==> config.mk <==
export PLATFORM = sky130hd
export DESIGN_NAME = tx_dispatch
export DESIGN_NICKNAME = d
export VERILOG_FILES = /design/src/rtl/tx_dispatch.sv
export SDC_FILE = /design/constraint.sdc
export NUM_CORES = 1
export LEC_CHECK = 0
export BUFFER_PORTS_ARGS = -buffer_cell sky130_fd_sc_hd__buf_2
export CORE_UTILIZATION = 51
export CTS_CLUSTER_DIAMETER = 30
export DETAILED_ROUTE_END_ITERATION = 6
export PLACE_DENSITY_LB_ADDON = 0.12
export SYNTH_ARGS = -nofsm -noshare
export SYNTH_HDL_FRONTEND = slang
export SYNTH_SLANG_ARGS = --single-unit
==> constraint.sdc <==
create_clock -name clk -period 2.5 [get_ports clk]
set_clock_uncertainty 0.2 [all_clocks]
set_input_delay 0.25 -clock clk [delete_from_list [all_inputs] [get_ports clk]]
set_output_delay 0.25 -clock clk [all_outputs]
set_load 0.03 [all_outputs]
==> src/rtl/tx_dispatch.sv <==
// tx_dispatch: pops flits from the router FIFO, routes each through the external table
// and offers it on one of five TX ports with a 4-phase req/ack handshake.
// Optional ack watchdog and timeout_count port: define TX_TIMEOUT_EN.
//
// state  | meaning
// IDLE   | waiting for a non-empty FIFO; issues the one-cycle pop strobe
// LOAD   | FIFO head captured into flit_reg
// LOOKUP | table result sampled; valid dir raises tx_req, invalid dir drops the flit
// REQ    | tx_req[dir] held until tx_ack[dir] rises
// REL    | waiting for tx_ack[dir] to fall before taking the next flit
module tx_dispatch #(
  parameter int SIZE           = 8,
  parameter int BITS_DIR       = 3,
  parameter int ID             = -1,
  parameter int TIMEOUT_CYCLES = 255
) (
  input  logic                  clk,
  input  logic                  reset,
  input  logic                  fifo_empty,
  output logic                  fifo_read,
  input  logic [SIZE-1:0]       fifo_data_out,
  output logic [SIZE-1:0]       table_addr,
  input  logic [BITS_DIR-1:0]   table_data,
  output logic [4:0]            tx_req,
  input  logic [4:0]            tx_ack,
  output logic [5*SIZE-1:0]     tx_data,
  output logic [7:0]            drop_count,
  output logic                  busy
`ifdef TX_TIMEOUT_EN
  ,
  output logic [7:0]            timeout_count
`endif
);

  // Direction codes must reach Local (4), the watchdog is 8 bits, ids are -1 or >= 0.
  if (BITS_DIR < 3 || SIZE < 1 || ID < -1 || TIMEOUT_CYCLES < 1 || TIMEOUT_CYCLES > 255)
  begin : g_param_check
    $error("tx_dispatch: unsupported parameter set");
  end

  typedef enum logic [2:0] {
    IDLE,
    LOAD,
    LOOKUP,
    REQ,
    REL
  } state_t;

  localparam logic [BITS_DIR-1:0] DIR_MAX = BITS_DIR'(4);

  state_t               state, state_nxt;
  logic [SIZE-1:0]      flit_reg, flit_nxt;
  logic [BITS_DIR-1:0]  dir_reg, dir_nxt;
  logic                 fifo_read_nxt;
  logic [4:0]           tx_req_nxt;
  logic [5*SIZE-1:0]    tx_data_nxt;
  logic [7:0]           drop_nxt;
  logic                 busy_nxt;
  logic [4:0]           sel;
  logic                 ack_hit;

`ifdef TX_TIMEOUT_EN
  localparam logic [7:0] WD_LAST = 8'(TIMEOUT_CYCLES - 1);

  logic [7:0] wd_cnt, wd_nxt;
  logic [7:0] tmo_nxt;
`endif

  assign table_addr = flit_reg;

  // Only the selected port's ack matters; all other ack bits are masked off.
  assign sel     = 5'd1 << dir_reg;
  assign ack_hit = |(tx_ack & sel);

  always_comb begin
    state_nxt     = state;
    flit_nxt      = flit_reg;
    dir_nxt       = dir_reg;
    fifo_read_nxt = 1'b0;
    tx_req_nxt    = tx_req;
    tx_data_nxt   = tx_data;
    drop_nxt      = drop_count;
`ifdef TX_TIMEOUT_EN
    wd_nxt        = wd_cnt;
    tmo_nxt       = timeout_count;
`endif

    case (state)
      IDLE: begin
        if (!fifo_empty) begin
          fifo_read_nxt = 1'b1;
          state_nxt     = LOAD;
        end
      end

      LOAD: begin
        flit_nxt  = fifo_data_out;
        state_nxt = LOOKUP;
      end

      LOOKUP: begin
        dir_nxt = table_data;
        if (table_data > DIR_MAX) begin
          if (drop_count != 8'hFF) drop_nxt = drop_count + 8'd1;
          state_nxt = IDLE;
        end else begin
          for (int k = 0; k < 5; k++) begin
            if (table_data == BITS_DIR'(k)) tx_data_nxt[k*SIZE +: SIZE] = flit_reg;
          end
          tx_req_nxt = 5'd1 << table_data;
          state_nxt  = REQ;
`ifdef TX_TIMEOUT_EN
          wd_nxt     = '0;
`endif
        end
      end

      REQ: begin
        if (ack_hit) begin
          tx_req_nxt = '0;
          state_nxt  = REL;
`ifdef TX_TIMEOUT_EN
          wd_nxt     = '0;
`endif
        end
`ifdef TX_TIMEOUT_EN
        else if (wd_cnt == WD_LAST) begin
          tx_req_nxt = '0;
          state_nxt  = IDLE;
          if (timeout_count != 8'hFF) tmo_nxt = timeout_count + 8'd1;
        end else begin
          wd_nxt = wd_cnt + 8'd1;
        end
`endif
      end

      REL: begin
        if (!ack_hit) begin
          state_nxt = IDLE;
        end
`ifdef TX_TIMEOUT_EN
        else if (wd_cnt == WD_LAST) begin
          state_nxt = IDLE;
          if (timeout_count != 8'hFF) tmo_nxt = timeout_count + 8'd1;
        end else begin
          wd_nxt = wd_cnt + 8'd1;
        end
`endif
      end

      default: state_nxt = IDLE;
    endcase

    busy_nxt = (state_nxt != IDLE);
  end

  always_ff @(posedge clk or posedge reset) begin
    if (reset) begin
      state      <= IDLE;
      flit_reg   <= '0;
      dir_reg    <= '0;
      fifo_read  <= 1'b0;
      tx_req     <= '0;
      tx_data    <= '0;
      drop_count <= '0;
      busy       <= 1'b0;
    end else begin
      state      <= state_nxt;
      flit_reg   <= flit_nxt;
      dir_reg    <= dir_nxt;
      fifo_read  <= fifo_read_nxt;
      tx_req     <= tx_req_nxt;
      tx_data    <= tx_data_nxt;
      drop_count <= drop_nxt;
      busy       <= busy_nxt;
    end
  end

`ifdef TX_TIMEOUT_EN
  always_ff @(posedge clk or posedge reset) begin
    if (reset) begin
      wd_cnt        <= '0;
      timeout_count <= '0;
    end else begin
      wd_cnt        <= wd_nxt;
      timeout_count <= tmo_nxt;
    end
  end
`endif

endmodule
# ---- Word-level counts from Yosys, hierarchy flattened
# Cells that the tools add are included.
dict set report totals {
  regBits 69
  inputBits 19
  wordCells 51
}
dict set report classes {
  n_addsub 1
  magnitude_cmp 1
  eq_ne 11
  n_shift 2
  mux 10
  bitwise 2
  reduce_logical 12
}
# cell count
set op_table {}
lappend op_table {{3-bit AND reduction} 7}
lappend op_table {{3-bit one-hot mux with 5 select lines} 1}
lappend op_table {{3-bit by 2-bit equality test with 1-bit output, second input constant} 4}
lappend op_table {{5-bit two-way mux} 2}
lappend op_table {{5-bit one-hot mux with 2 select lines} 1}
lappend op_table {{1-bit by 3-bit << shifter with 5-bit output, first input constant} 2}
lappend op_table {{3-bit two-way mux} 3}
lappend op_table {{8-bit by 1-bit adder with 8-bit output, second input constant} 1}
lappend op_table {{8-bit inequality test, second input constant} 1}
lappend op_table {{3-bit by 1-bit equality test with 1-bit output, second input constant} 2}
lappend op_table {{3-bit equality test, second input constant} 2}
lappend op_table {{3-bit zero test} 2}
lappend op_table {{5-bit AND} 1}
lappend op_table {{5-bit OR reduction} 1}
lappend op_table {{2-bit inequality test, second input constant} 2}
lappend op_table {{3-bit > comparator, second input constant} 1}
lappend op_table {{3-bit nonzero test} 1}
lappend op_table {{1-bit two-way mux} 2}
lappend op_table {{2-bit two-way mux} 1}
lappend op_table {{2-bit nonzero test} 1}
lappend op_table {{1-bit NOT} 1}

# ---- Logic depth before layout (Yosys ltp)
# Gate-level depths: netlist (run 1).
dict set report logic_depth {
  depth_word 6
  mapped_depth 6
}

# ---- Worst setup path after synthesis (run 1)
# OpenSTA, ideal clock, no wires.
dict set report synth_timing {
  kind {reg2reg}
  start {register drop_count[0]}
  end {register drop_count[1]}
  setup_time_ns 0.125
  t_arrival_ns 1.835
  t_required_ns 2.175
  path_slack_ns 0.340
  path_stages_with_launch 5
  path_buffers 0
  period_less_slack_ns 2.160
  path_cell_list {dfrtp_1 > ha_1 > and4_1 > a211oi_1 > mux2_2}
}
dict set report synth_via {
  elab_chain_cells 2
}
# item line_no
set synth_lines {}
lappend synth_lines {{start: declaration} 27} ;# output logic [7:0] drop_count,
lappend synth_lines {{start signal: assignment} 174} ;# drop_count <= drop_nxt;
lappend synth_lines {{parallel branches: the longest is 2 deep, another holds 8-bit by 1-bit adder with 8-bit output} -}
# Several ways; the timed one is not identified.
# A chain may end at the register's enable or synchronous reset.

# ---- Worst setup path in the final report (run 1)
# Same ends and word-level chain as after synthesis.

==> reports/qor_table.md, run 1 <==
| Item | Value |
| --- | --- |
| Boundary pin count | 82 |
| Seq/Total Area, Yosys | 60.4% |
| Total Power | 0.00547 W |
| Endpoint class of the critical path | flip-flop |
| Clock latency at the later pin of the worst-skew pair | 330 ps |
| H-tree depth | 3 |
| Number of hold-slack violations in the final timing report | 0 |
| Pins Over Slew Limit | 0 |
| GP Congestion | 0.743 |
| Max Freq | 0.461 GHz |
| Run status | complete, no violations |
| Slew margin rel. | 57.3% |
| Netlist area before placement | 2860 sq um |
| Max-capacitance violation count | 0 |
| Highest net fanout along the worst path | 5 |
| Required time reported for the critical path endpoint | 2520 ps |
| Global-route wire length before repair | 10100 um |
| Final worst path period need | 2170 ps |
| Std cell rows | 26 |
| Warnings from Yosys | 0 |
| Area growth from synthesis to layout | 29.6% |
| Synth unique cells | 35 |
| Final setup fails | 0 |
| TritonCTS clock tree | done |
| Setup slack, reg-to-reg | 330 ps |
| Cts bufs inserted | 9 |
| Largest vdd supply drop | 762 uV |
| Worst Path Arrival | 2190 ps |
| Final period utilization | 86.8% |
| Count of buffering cells on the critical path with inverters included | 0 |
| Initial core utilization | 54.6% |
| Top reg by flops | tx_data |
| Global-route congestion overflow total | 0 |
| Transition time at the pin with the least slew margin | 637 ps |
| Overall routing resource usage | 22.8% |
| Static leakage power | 1.82 nW |
| Post-detailed-route via-to-cell ratio | 5.45 |
| Detailed-route wire length per cell | 16.3 um |
| Net count after synthesis | 220 |
| Power per unit of standard cell area | 1480 nW/um^2 |
| Syn avg cell area | 14.3 sq um |
| Count of input and output buffers | 81 |
| Hold buffers post-CTS | 10 |
| Cell chain of the critical path | ha_1 > and4_1 > a211oi_1 > mux2_2 |
| Clock net sink count | 69 |
| Number of nets in the final layout | 322 |
| Total Die Area | 5910 sq um |
| Root Buffer Master | clkbuf_8 |
| Iteration-0 DRC count of the detailed router | 132 |
| Antenna diode count | 0 |
| Unrepaired setup endpoints after global routing | no |
| Remaining antenna violation count | 0 |
| Share of final-layout standard cells stronger than drive strength 1 | 52.8% |
| Overall via count from detail_route | 2053 |
| Total length of routed wires | 6150 um |
| Number of antenna violations at the first check in global routing | 0 |
| Critical path launch point type | flip-flop |
| Clock-pin slew on the worst setup and hold paths | 70 ps |
| Number of buffers added for setup after CTS | 0 |
| Worst-case clock buffer depth | 2 |
| Drt pass-1 iters | 4 |
| Final setup TNS | 0 ps |
| Top cell family by delay on the critical path | compound AO/OA/AOI/OAI gates |
| Maximum number of pins on one net before global-route repair | 28 |
| Core region area | 5240 sq um |
| DRC violation count after routing | 0 |
| Vertical extent of the die | 76.9 um |
| Number of instances resized during post-cts repair | 0 |
| Hold Worst Slack | 117 ps |
| Biggest cell delay along the critical path | 540 ps |
| Detailed placer's ending HPWL | 4200 um |
| Gate Count Post-Synth | 200 |
| Via count of the first global-routing pass | 2040 |
| Crit path kind | flip-flop to flip-flop |
| Die X | 76.9 um |
| FILL cells | 388 |
| Slowest cell on the critical path | a211oi_1 |
| Number of flip-flops in the largest register | 40 |
| Synthesis-stage register bit count | 69 |
| Min-Delay Path Class | input pin to flip-flop |
-- cells by family (layout without fill, tap and decap cells) --
group           count (synthesis)  after routing  share of synthesized area, %
simple gates                   45             45                          10.6
xor+xnor                        4              4                          1.23
flops                          69             69                          60.4
fa+ha+maj                       1              1                         0.438
buf+inv                         7            114                         0.963
compound gates                 17             17                          3.90
mux                            57             57                          22.4
-- cells in the final DEF (no fill, tap or decap), drive strengths merged --
master        n
buf          85
dfrtp        69
mux2         56
clkbuf       12
dlygate4sd3  10
nand3        10
nand2        10
o21ai         6
nor2          5
nand3b        4
xnor2         3
nand4         3
nand2b        3
o211ai        3
inv           3
nor3b         3
nor2b         2
o21a          2
o2111ai       2
a21oi         2
clkinv        2
bufinv        2
mux2i         1
and2          1
nor4          1
o2bb2ai       1
and4          1
and3          1
nand4bb       1
a211oi        1
xor2          1
ha            1
-- synth_stat cells --
library cell	count	area share (%)
nand3_1	9	1.6
dfrtp_1	69	60
nand2_2	1	0.22
and2_1	1	0.22
xor2_1	1	0.31
o2111ai_1	2	0.61
mux2_1	1	0.39
nor2b_1	2	0.44
nand2_1	9	1.2
nor3b_1	1	0.26
ha_1	1	0.44
nand2b_1	3	0.66
o211ai_1	3	0.79
nor2_1	5	0.66
o21ai_0	6	1.1
o2bb2ai_1	1	0.31
mux2_2	55	22
nand4_1	3	0.66
nor3b_2	1	0.44
nand4bb_1	1	0.39
nand3b_4	2	1.4
nand3_4	1	0.61
nor3b_4	1	0.66
inv_1	3	0.39
xnor2_1	3	0.92
a21oi_1	2	0.35
mux2i_1	1	0.35
buf_2	1	0.17
clkbuf_1	3	0.39
o21a_1	2	0.53
and4_1	1	0.31
nor4_1	1	0.22
and3_1	1	0.22
a211oi_1	1	0.26
nand3b_1	2	0.53
-- report_power, final --
part           leakage [nW]  internal, W  switching, W  total, W
clock network         0.116     0.000614      0.000398   0.00101
registers             0.855      0.00163      0.000432   0.00206
logic                 0.849     0.000883       0.00152   0.00240
total                  1.82      0.00312       0.00235   0.00547
-- per-stage QoR --
step / instances / instance area [sq um] / setup WS, ps / util (%)
after floorplan: 200 / 2860 / 310 / -
after global placement: 351 / 3380 / 377 / 64.5
after detailed placement: 351 / 3380 / 352 / 64.5
after CTS: 377 / 3700 / 334 / 70.7
after global routing: 377 / 3700 / 224 / 70.7
final: 377 / 3700 / 331 / 70.7
-- per-layer routing --
layer	up-vias	global-route usage, %	wire length (um)
met3	22	4.64	297
met4	0	14.4	219
met5	-	0	0
li1	937	-	-
met2	75	36.7	3070
met1	1019	27.9	2560
-- area by class of cell --
| class | count | area [sq um] | area share, % |
|---|---|---|---|
| Multi-Input combinational cell | 124 | 1100 | 29.8 |
| Tap cell | 70 | 87.6 | 2.37 |
| Clock inverter | 4 | 70.1 | 1.89 |
| Inverter | 3 | 11.3 | 0.304 |
| Timing Repair Buffer | 95 | 548 | 14.8 |
| Sequential cell | 69 | 1730 | 46.6 |
| Clock buffer | 12 | 155 | 4.19 |
-- final timing paths --
kind,from,to,cells past startpoint
min reg2reg,tx_data[16]$_DFFE_PP0P_,tx_data[16]$_DFFE_PP0P_,1
max reg2reg,drop_count[0]$_DFFE_PP0P_,drop_count[1]$_DFFE_PP0P_,4
max in group asynchronous,reset,tx_data[12]$_DFFE_PP0P_,4
min,table_data[1],dir_reg[1]$_DFFE_PP0P_,2
min in group asynchronous,reset,drop_count[2]$_DFFE_PP0P_,3
max,drop_count[0]$_DFFE_PP0P_,drop_count[1]$_DFFE_PP0P_,4
(Power assumes the default switching activity.)
==> inputs of run 2 (changes only) <==
- CORE_ASPECT_RATIO: default -> 0.5
==> run 2 against run 1 <==
Effect of this change: critical path depth is the same; wire length shrank 0.20%; sequential share of layout area is essentially flat; register-to-register slack is essentially flat; clock power is essentially flat; via count shrank 3.0%; fmax shrank 0.18%; cell area is essentially flat; worst hold slack lost 28 ps; combinational power is essentially flat; setup slack lost 3.9 ps; die area grew 0.31%; largest power group unchanged; highest routed layer unchanged.
==> reports/qor_table.md, run 2 (synthesis results as in run 1) <==
| Item | Value |
| --- | --- |
| Drt pass-1 iters | 4 |
| Area growth from synthesis to layout | 29.5% |
| Post-Place Setup Slack | 338 ps |
| Clock latency at the later pin of the worst-skew pair | 340 ps |
| Worst-case clock buffer depth | 2 |
| Biggest cell delay along the critical path | 530 ps |
| FILL cells | 381 |
| Run status | complete, no violations |
| Post-detailed-route via-to-cell ratio | 5.30 |
| Antenna diode count | 0 |
| Min-Delay Path Class | input pin to flip-flop |
| Launch instance of the worst register-to-register path | drop_count[0]$_DFFE_PP0P_ |
| Count of input and output buffers | 81 |
| Number of flip-flops in the largest register | 40 |
| Final period utilization | 86.9% |
| Critical hold path startpoint | table_data[1] |
| Iteration-0 DRC count of the detailed router | 36 |
| Endpoint class of the critical path | flip-flop |
| Overall routing resource usage | 23.0% |
| Max Freq | 0.460 GHz |
| Remaining antenna violation count | 0 |
| Required time reported for the critical path endpoint | 2520 ps |
| GP Congestion | 0.763 |
| Area taken by flip-flops and latches | 1730 sq um |
| Root Buffer Master | clkbuf_8 |
| Crit path kind | flip-flop to flip-flop |
| Number of nets in the final layout | 322 |
| Top routing layer in use | met4 |
| Detailed-route wire length per cell | 16.3 um |
| Boundary pin count | 82 |
| H-tree depth | 3 |
| Std cell rows | 18 |
| Overall via count from detail_route | 1991 |
| Met2 layer wire length in the routed design | 2960 um |
| Worst Path Arrival | 2200 ps |
| Vertical extent of the die | 54.9 um |
| Cell chain of the critical path | ha_1 > and4_1 > a211oi_1 > mux2_2 |
| Final worst path period need | 2170 ps |
| Startpoint of the worst setup timing path | drop_count[0]$_DFFE_PP0P_ |
| Total length of routed wires | 6140 um |
| Number of instances resized during post-cts repair | 0 |
| Maximum number of pins on one net before global-route repair | 30 |
| Top reg by flops | tx_data |
| Power per unit of standard cell area | 1480 nW/um^2 |
| Setup slack of the critical path after layout | 327 ps |
| Most common library cell in the layout ignoring fill and taps | buf_2 |
| DRC violation count after routing | 0 |
| Number of hold-slack violations in the final timing report | 0 |
| Global-route congestion overflow total | 0 |
| Slew margin rel. | 58.3% |
| Final setup fails | 0 |
| Static leakage power | 1.81 nW |
| Share of final-layout standard cells stronger than drive strength 1 | 52.9% |
| Routed length on met3 | 407 um |
| Number of antenna violations at the first check in global routing | 0 |
| Unrepaired setup endpoints after global routing | no |
| Clock-pin slew on the worst setup and hold paths | 70 ps |
| Critical path launch point type | flip-flop |
| Commonest cells after routing, fill and taps aside | 81 x buf_2, 69 x dfrtp_1, 55 x mux2_2 |
| Final setup TNS | 0 ps |
| Area of the multi-input gates | 1100 sq um |
| Highest net fanout along the worst path | 5 |
| Transition time at the pin with the least slew margin | 622 ps |
| Total Die Area | 5920 sq um |
| Detailed-routing wirelength on met1 | 2720 um |
| Via count of the first global-routing pass | 1915 |
| Slowest cell on the critical path | a211oi_1 |
| Die X | 108 um |
| Initial core utilization | 55.4% |
| Core region area | 5160 sq um |
| Max-capacitance violation count | 0 |
| Clock net sink count | 69 |
| Cts bufs inserted | 9 |
| Pins Over Slew Limit | 0 |
| Global-route wire length before repair | 9500 um |
| Largest vdd supply drop | 974 uV |
| Detailed placer's ending HPWL | 4190 um |
| TritonCTS clock tree | done |
run 2: per-layer routing:
metal	global-route usage [%]	vias up
li1	-	930
met1	28.8	983
met2	36.9	70
met3	9.37	8
met4	8.68	0
met5	0	-
run 2: path summary, 6_finish.rpt:
path / depth (start not counted) / endpoint / slack (ps)
setup reg to reg: 4 / drop_count[1]$_DFFE_PP0P_ / 330
min in group asynchronous: 3 / drop_count[1]$_DFFE_PP0P_ / 350
hold / removal: 2 / dir_reg[1]$_DFFE_PP0P_ / 90
max in group asynchronous: 4 / tx_data[39]$_DFFE_PP0P_ / 1120
setup / recovery: 4 / drop_count[1]$_DFFE_PP0P_ / 330
hold reg to reg: 1 / tx_data[5]$_DFFE_PP0P_ / 300
run 2: metrics by stage:
stage / util, % / power (W) / area [sq um] / cells / hold slack [ps]
detailed placement: 65.5 / 0.00447 / 3380 / 351 / 160
global placement: 65.5 / 0.00438 / 3380 / 351 / 159
global route: 71.7 / 0.00577 / 3700 / 376 / 85.9
CTS: 71.7 / 0.00551 / 3700 / 376 / 66.9
floorplan: - / 0.00372 / 2860 / 200 / 127
finish: 71.7 / 0.00547 / 3700 / 376 / 89.6
run 2: worst max-delay path: cells and delay by family (launching register included):
kind	cells	cell delay (ps)
simple gates	1	230
flops	1	430
mux	1	410
compound gates	1	530
fa+ha+maj	1	260
run 2: where the power goes:
part | leakage, nW | switching [W] | internal [W] | total (W)
Clock | 0.109 | 0.000422 | 0.000586 | 0.00101
Sequential | 0.855 | 0.000425 | 0.00162 | 0.00205
Combinational | 0.849 | 0.00153 | 0.000883 | 0.00241
Total | 1.81 | 0.00237 | 0.00309 | 0.00547
run 2: area by class of cell:
type                            instances  area share [%]
Clock buffer                           10            3.72
Clock inverter                          5            2.30
Inverter                                3           0.304
Multi-Input combinational cell        124            29.8
Sequential cell                        69            46.7
Tap cell                               70            2.37
Timing Repair Buffer                   95            14.8
run 2: timing repair:
| action | 4_1_cts | 5_1_grt |
|---|---|---|
| buffers inserted | 0 | 0 |
| hold buffers | 10 | 0 |
| endpoints found under the hold margin | 35 | 0 |
| endpoints found under the setup margin | 0 | 0 |
